File: src/rtl/writeback_arbiter.sv
// writeback_arbiter: merges ALU results (alu_*) and valid/ready load results (mem_*) onto the registered register-file write port (rf_*), queues losing loads, flags rs/rt hazards (rs/rt_pending)
module writeback_arbiter #(
  parameter int DEPTH = 4,
  parameter int AW = 2
) (
  input  logic        clk_i,
  input  logic        reset_i,
  input  logic        alu_valid_i,
  input  logic [4:0]  alu_rd_i,
  input  logic [31:0] alu_data_i,
  output logic        alu_ready_o,
  input  logic        mem_valid_i,
  input  logic [4:0]  mem_rd_i,
  input  logic [31:0] mem_data_i,
  output logic        mem_ready_o,
  input  logic [4:0]  rs_i,
  input  logic [4:0]  rt_i,
  output logic        rs_pending_o,
  output logic        rt_pending_o,
  output logic        rf_regWrite_o,
  output logic [4:0]  rf_rd_o,
  output logic [31:0] rf_data_o
);
  logic [4:0] q_rd_q [DEPTH];
  logic [31:0] q_data_q [DEPTH];
  logic [AW:0] count_q, count_d;
  logic [AW-1:0] rd_ptr_q, rd_ptr_d, wr_ptr_q, wr_ptr_d;
  logic rf_we_q, rf_we_d;
  logic [4:0] rf_rd_q, rf_rd_d;
  logic [31:0] rf_data_q, rf_data_d;
  logic full, deq, alu_win, byp, enq, win;
  logic [4:0] win_rd;
  logic [31:0] win_data;
  logic [DEPTH-1:0] rs_hit, rt_hit;
  for (genvar i = 0; i < DEPTH; i++) begin : g_hit
    logic [AW-1:0] off;
    logic live;
    assign off = AW'(i) - rd_ptr_q;
    assign live = {1'b0, off} < count_q;
    assign rs_hit[i] = live && q_rd_q[i] == rs_i;
    assign rt_hit[i] = live && q_rd_q[i] == rt_i;
  end
  always_comb begin
    full = count_q == (AW+1)'(DEPTH);
    alu_ready_o = !reset_i && !full;
    mem_ready_o = !reset_i && !full;
    deq = full || (!alu_valid_i && count_q != '0);
    alu_win = !full && alu_valid_i;
    byp = !full && !alu_valid_i && count_q == '0 && mem_valid_i;
    enq = mem_valid_i && mem_ready_o && !byp;
    win = deq || alu_win || byp;
    win_rd = deq ? q_rd_q[rd_ptr_q] : alu_win ? alu_rd_i : mem_rd_i;
    win_data = deq ? q_data_q[rd_ptr_q] : alu_win ? alu_data_i : mem_data_i;
    count_d = count_q + (AW+1)'(enq) - (AW+1)'(deq);
    rd_ptr_d = rd_ptr_q + AW'(deq);
    wr_ptr_d = wr_ptr_q + AW'(enq);
    rf_we_d = win && win_rd != '0;
    rf_rd_d = win ? win_rd : rf_rd_q;
    rf_data_d = win ? win_data : rf_data_q;
    rs_pending_o = !reset_i && rs_i != '0 && ((rf_we_q && rs_i == rf_rd_q) || |rs_hit);
    rt_pending_o = !reset_i && rt_i != '0 && ((rf_we_q && rt_i == rf_rd_q) || |rt_hit);
  end
  always_ff @(posedge clk_i) begin
    if (enq) begin
      q_rd_q[wr_ptr_q] <= mem_rd_i;
      q_data_q[wr_ptr_q] <= mem_data_i;
    end
  end
  always_ff @(posedge clk_i) begin
    if (reset_i) begin
      count_q <= '0;
      rd_ptr_q <= '0;
      wr_ptr_q <= '0;
      rf_we_q <= 1'b0;
      rf_rd_q <= '0;
      rf_data_q <= '0;
    end else begin
      count_q <= count_d;
      rd_ptr_q <= rd_ptr_d;
      wr_ptr_q <= wr_ptr_d;
      rf_we_q <= rf_we_d;
      rf_rd_q <= rf_rd_d;
      rf_data_q <= rf_data_d;
    end
  end
  assign rf_regWrite_o = rf_we_q;
  assign rf_rd_o = rf_rd_q;
  assign rf_data_o = rf_data_q;
endmodule
File: config.mk
export PLATFORM = sky130hd
export DESIGN_NAME = writeback_arbiter
export DESIGN_NICKNAME = d
export VERILOG_FILES = /design/src/rtl/writeback_arbiter.sv
export SDC_FILE = /design/constraint.sdc
export NUM_CORES = 1
export LEC_CHECK = 0
export CORE_AREA = 2 2 137 139
export CTS_CLUSTER_SIZE = 24
export DETAILED_ROUTE_END_ITERATION = 8
export DIE_AREA = 0 0 139 141
export GPL_ROUTABILITY_DRIVEN = 0
export PLACE_DENSITY = 0.77
export SLEW_MARGIN = 20
export SYNTH_ARGS = -nofsm -noshare
export SYNTH_HDL_FRONTEND = slang
export SYNTH_SLANG_ARGS = --single-unit
File: constraint.sdc
create_clock -name clk_i -period 4.2 [get_ports clk_i]
set_clock_uncertainty 0.1 [all_clocks]
set_input_delay 0.63 -clock clk_i [delete_from_list [all_inputs] [get_ports clk_i]]
set_output_delay 0.63 -clock clk_i [all_outputs]
set_load 0.02 [all_outputs]
# After elaboration in Yosys (flattened, before gate mapping)
# Memories as Yosys holds them, arrays and structs flattened. A register that Yosys moved wholly into a read port is not among the register bits.
# Cells that the tools add are included.
# totals
register_bits,45
mem_bits_rw,148
inputBits,88
output_inout_bits,42
word_cells,78
mem_count,2
# op_classes
addsub,8
n_lt_le_gt_ge,4
n_eq_ne,11
mux,8
n_reduce_logical,39
# memory_table
memory,words,width,read_ports,rd_clocked_by_memory_dff,write_ports,line_no,rtl
q_data_q,4,32,1,1,1,25,logic [31:0] q_data_q [DEPTH];
q_rd_q,4,5,5,1,1,24,logic [4:0] q_rd_q [DEPTH];
# ops
op,n
$mux W32,2
$eq A5 B5 Y1,10
$logic_and A1 B1 Y1,23
$reduce_bool A5 Y1,3
$lt A2 B3 Y1,4
$mux W5,2
$reduce_or A4 Y1,2
$logic_or A1 B1 Y1,5
$add A2 B1 Y2,2
$logic_not A1 Y1,4
$mux W2,2
$sub A1 B2 Y2 const A,2
$sub A2 B2 Y2 const A,2
$add A3 B1 Y3,1
$eq A3 B3 Y1 const B,1
$logic_not A3 Y1,1
$reduce_bool A3 Y1,1
$sub A3 B1 Y3,1
$mux W1,2

# Longest topological paths before layout
# logic_depth
ltp_word,9
ltp_mapped,14
ltp_nobuf,11

# Worst setup path before layout
# Ideal clock, no wire load.
# synth_path
path_type,input to register
from,input alu_valid_i
to,memory q_data_q[1][0] (enable)
setup_ps,485
arrival_time_ps,3994
required_time_ps,3615
path_slack_ps,-380
stages,5
cell_sequence,buf_2 > inv_1 > nor2_1 > o211ai_1 > nor3b_1
# synth_via
elab_chain_len,8
# synth_rtl
item,line_no,rtl
"start, declared",8,"input logic alu_valid_i,"
$logic_not A1 Y1,49,byp = !full && !alu_valid_i && count_q == '0 && mem_valid_i;
$logic_and A1 B1 Y1 (3 in a row),49,
$logic_not A1 Y1,50,enq = mem_valid_i && mem_ready_o && !byp;
$logic_and A1 B1 Y1,50,
$mux W1,64,if (enq) begin
$mux W1 (not written as such),66,q_data_q[wr_ptr_q] <= mem_data_i;
"end, declared",25,
# No other way between the ends.

# Worst setup path after layout
# layout_path
from,register rd_ptr_q[1]
to,output rs_pending_o
# layout_via
elab_chain_len,6
# layout_rtl
item,line_no,rtl
"start, declared",27,"logic [AW-1:0] rd_ptr_q, rd_ptr_d, wr_ptr_q, wr_ptr_d;"
"start signal, assigned",79,rd_ptr_q <= rd_ptr_d;
$sub A1 B2 Y2 / $sub A2 B2 Y2 (equally long branches),38,assign off = AW'(i) - rd_ptr_q;
$lt A2 B3 Y1,39,"assign live = {1'b0, off} < count_q;"
$logic_and A1 B1 Y1,40,assign rs_hit[i] = live && q_rd_q[i] == rs_i;
$reduce_or A4 Y1 (*),60,rs_pending_o = !reset_i && rs_i != '0 && ((rf_we_q && rs_i == rf_rd_q) || |rs_hit);
$logic_or A1 B1 Y1 (*),60,
$logic_and A1 B1 Y1 (*),60,
"end, declared",18,"output logic rs_pending_o,"
# Every way passes the cells marked *; elsewhere a longest branch is shown, timed or not.

==> flow_metrics.env <==
export IMPL_fin_tns_setup_ps=0
export IMPL_synth_edf_count=148
export IMPL_avgSynthCellArea_um2=14.45
export IMPL_wl_per_cell_um=19.94
export IMPL_rsz0062_at_grt="no"
export IMPL_core_um2=18270
export IMPL_routed_wl_mm=19.16
export IMPL_max_stage_delay_ps=650
export IMPL_die_x_um=139
export IMPL_intPower_w=0.004196
export IMPL_cts_tree="yes"
export IMPL_drtPass1Iterations=5
export IMPL_fmax_mhz=263.3
export IMPL_drive_gt1_share_pct=13.07
export IMPL_ys_async_sr_fraction_pct=0
export IMPL_required_ps=3470
export IMPL_num_vias=5403
export IMPL_clock_latency_ps=430
export IMPL_cts_resized=0
export IMPL_syn2layout_area_growth_pct=23.21
export IMPL_grt_usage_pct=19.90
export IMPL_yosysWarnings=0
export IMPL_switchingPower_w=0.002112
export IMPL_yosysSeqAreaShare_pct=61.56
export IMPL_cts_root_buf="clkbuf_16"
export IMPL_antenna_found_initial=1
export IMPL_grt_max_degree=72
export IMPL_reg2regPathDepth=10
export IMPL_power_frac_clock_pct=24.4
export IMPL_cts_num_sinks=193
export IMPL_final_max_slew_viol_count=0
export IMPL_worstMarginPinSlew_ps=832.7
export IMPL_dieArea_um2=19600
export IMPL_grt_overflow=0
export IMPL_powerDensity_nw_per_um2=589.5
export IMPL_grt_first_pass_wirelength_mm=30.15
export IMPL_final_area_um2=10700
export IMPL_ys_ff_latch=193
export IMPL_fill_cells=1380
export IMPL_dieHeight_um=141
export IMPL_h_tree_depth=4
export IMPL_slew_headroom_pct=44.49
export IMPL_pwr_share_seq_pct=39.5
export IMPL_cts_made_buffers=17
export IMPL_cap_viol_max_count=0
export IMPL_swShare_pct=33.48
export IMPL_hold_viol=0
export IMPL_cpMaxStageDelayCell="dfxtp_2"
export IMPL_synth_cell_types=46
export IMPL_cp_end_kind="output port"
export IMPL_final_common_cell="edfxtp_1"
export IMPL_initial_core_util_pct=47.53
export IMPL_grt_pass1_vias=5564
export IMPL_synth_cell_area_um2=8683
export IMPL_period_needed_ps=3799
export IMPL_seq_area_um2=5348
export IMPL_start_kind="flop"
export IMPL_diodes=0
export IMPL_status="finished, final reports clean"
export IMPL_cp_arrival_ps=3070
export IMPL_dp_hpwl_mm=12.48
export IMPL_peakVddDrop_v=0.0003622
export IMPL_fin_nets=811
export IMPL_viasPerCell=5.622
export IMPL_post_cts_buffers=0
export IMPL_critPathKind="flop to output port"
export IMPL_power_leakage_nw=3.744
export IMPL_crit_chain="xor2_1, inv_1, ha_1, a21oi_1, o2111ai_1, o31ai_1, o31a_1, clkdlybuf4s50_1"
export IMPL_crit_path_max_fanout=19
export IMPL_layout_common_cells="148 x edfxtp_1, 128 x clkdlybuf4s50_1, 46 x nor2_1, 43 x dfxtp_1"
export IMPL_rows=50
export IMPL_port_buffers=129
export IMPL_setup_viol=0
export IMPL_multi_input_area_um2=3049
export IMPL_ant_nets=0
export IMPL_drcViolationCount=0
export IMPL_placed_area_um2=10130
export IMPL_comb_power_share_pct=36.1
export IMPL_hold_buffers=0
export IMPL_synth_nets=698
export IMPL_hold_slack_ps=352.5
export IMPL_clkTransAtPathRegs_ps=70
export IMPL_cts_max_path_buffers=2
export IMPL_hold_depth=2
export IMPL_synth_main_ff_cell="edfxtp_1"
export IMPL_io_pins=130
export IMPL_fin_crit_sh_pct=90.44
export IMPL_syn_inst=601
export IMPL_drt_iter0_markers=347
export IMPL_hp_class="flop to flop"
-- sequential cells by signal (all words and copies together), names as in the netlist --
name           cells
rd_ptr_q           2
wr_ptr_q           2
rf_data_o         32
q_data_q         128
rf_regWrite_o      1
count_q            3
q_rd_q            20
rf_rd_o            5
-- through the flow --
step	util, %	power (W)	instances	setup WS [ps]
floorplan	-	0.004081	601	743.7
global placement	55.47	0.004761	929	815.4
detailed placement	55.47	0.004818	929	746.2
CTS	58.57	0.006371	961	344.3
global route	58.57	0.006629	961	205.2
finish	58.57	0.006307	961	401.4
-- power groups by stage --
stage | combinational [W] | sequential (W) | clock (W)
finish | 0.00228 | 0.00249 | 0.00154
global route | 0.00247 | 0.00252 | 0.00163
CTS | 0.00231 | 0.00250 | 0.00157
detailed placement | 0.00228 | 0.00254 | 0
global placement | 0.00224 | 0.00252 | 0
floorplan | 0.00144 | 0.00264 | 0
-- final timing paths --
path	startpoint	to	slack (ps)
worst max-delay path	rd_ptr_q[1]	rs_pending_o	400
worst min register to register	rf_data_o[7]	rf_data_o[7]	350
worst max register to register	count_q[1]	count_q[2]	1280
worst min-delay path	rf_data_o[7]	rf_data_o[7]	350
-- worst max-delay path, delay by kind of cell (launching register included) --
kind | cells | cell delay, ps
adder cells (fa/ha/maj) | 1 | 270
flip-flops | 1 | 650
AO/OA/AOI/OAI | 4 | 800
XOR/XNOR | 1 | 250
buffers and inverters | 2 | 670
-- per-layer routing --
metal | routed length [µm] | share of wire [%] | GRT usage, %
met5 | 0 | 0 | 0
met3 | 928 | 4.8 | 4.382
met2 | 9545 | 50 | 33.13
met4 | 350 | 1.8 | 6.964
met1 | 8337 | 44 | 26.07
-- Yosys cell counts, drive strengths merged (2+ instances only) --
cell type	count	area share (%)
a31oi	4	0.29
mux4	37	9.6
buf	22	2.0
nand2	35	1.7
or2	2	0.14
dfxtp	45	10
a211o	33	3.3
mux2i	37	4.3
o31ai	4	0.35
o2111ai	2	0.20
edfxtp	148	51
xnor2	28	2.8
nand4	4	0.29
xor2	27	2.7
nor3	10	0.63
nor2	47	2.0
clkbuf	21	0.91
o21ai	6	0.35
a21oi	38	2.3
o31a	2	0.20
clkdlybuf4s15	3	0.35
nor4	6	0.61
nor2b	3	0.22
ha	8	1.2
nor3b	2	0.17
nand3	8	0.46
inv	10	0.43
-- cell families (layout without fill, tap and decap cells) --
| kind of cell | count (synthesis) | in the layout | share of synthesized area, % |
|---|---|---|---|
| flip-flops | 193 | 193 | 61.56 |
| buffers and inverters | 56 | 182 | 3.689 |
| XOR/XNOR | 55 | 55 | 5.548 |
| multiplexers | 74 | 74 | 13.86 |
| adder cells (fa/ha/maj) | 9 | 9 | 1.383 |
| AND/OR/NAND/NOR | 120 | 120 | 6.499 |
| AO/OA/AOI/OAI | 94 | 94 | 7.464 |
-- cell type report --
type,count,area share [%]
flip-flops and latches,193,49.98
multi-input cells,352,28.50
clock buffers,19,4.233
inverters,10,0.3508
repair buffers,140,13.14
well taps,234,2.737
clock inverters,13,1.053
(Power assumes the default switching activity.)
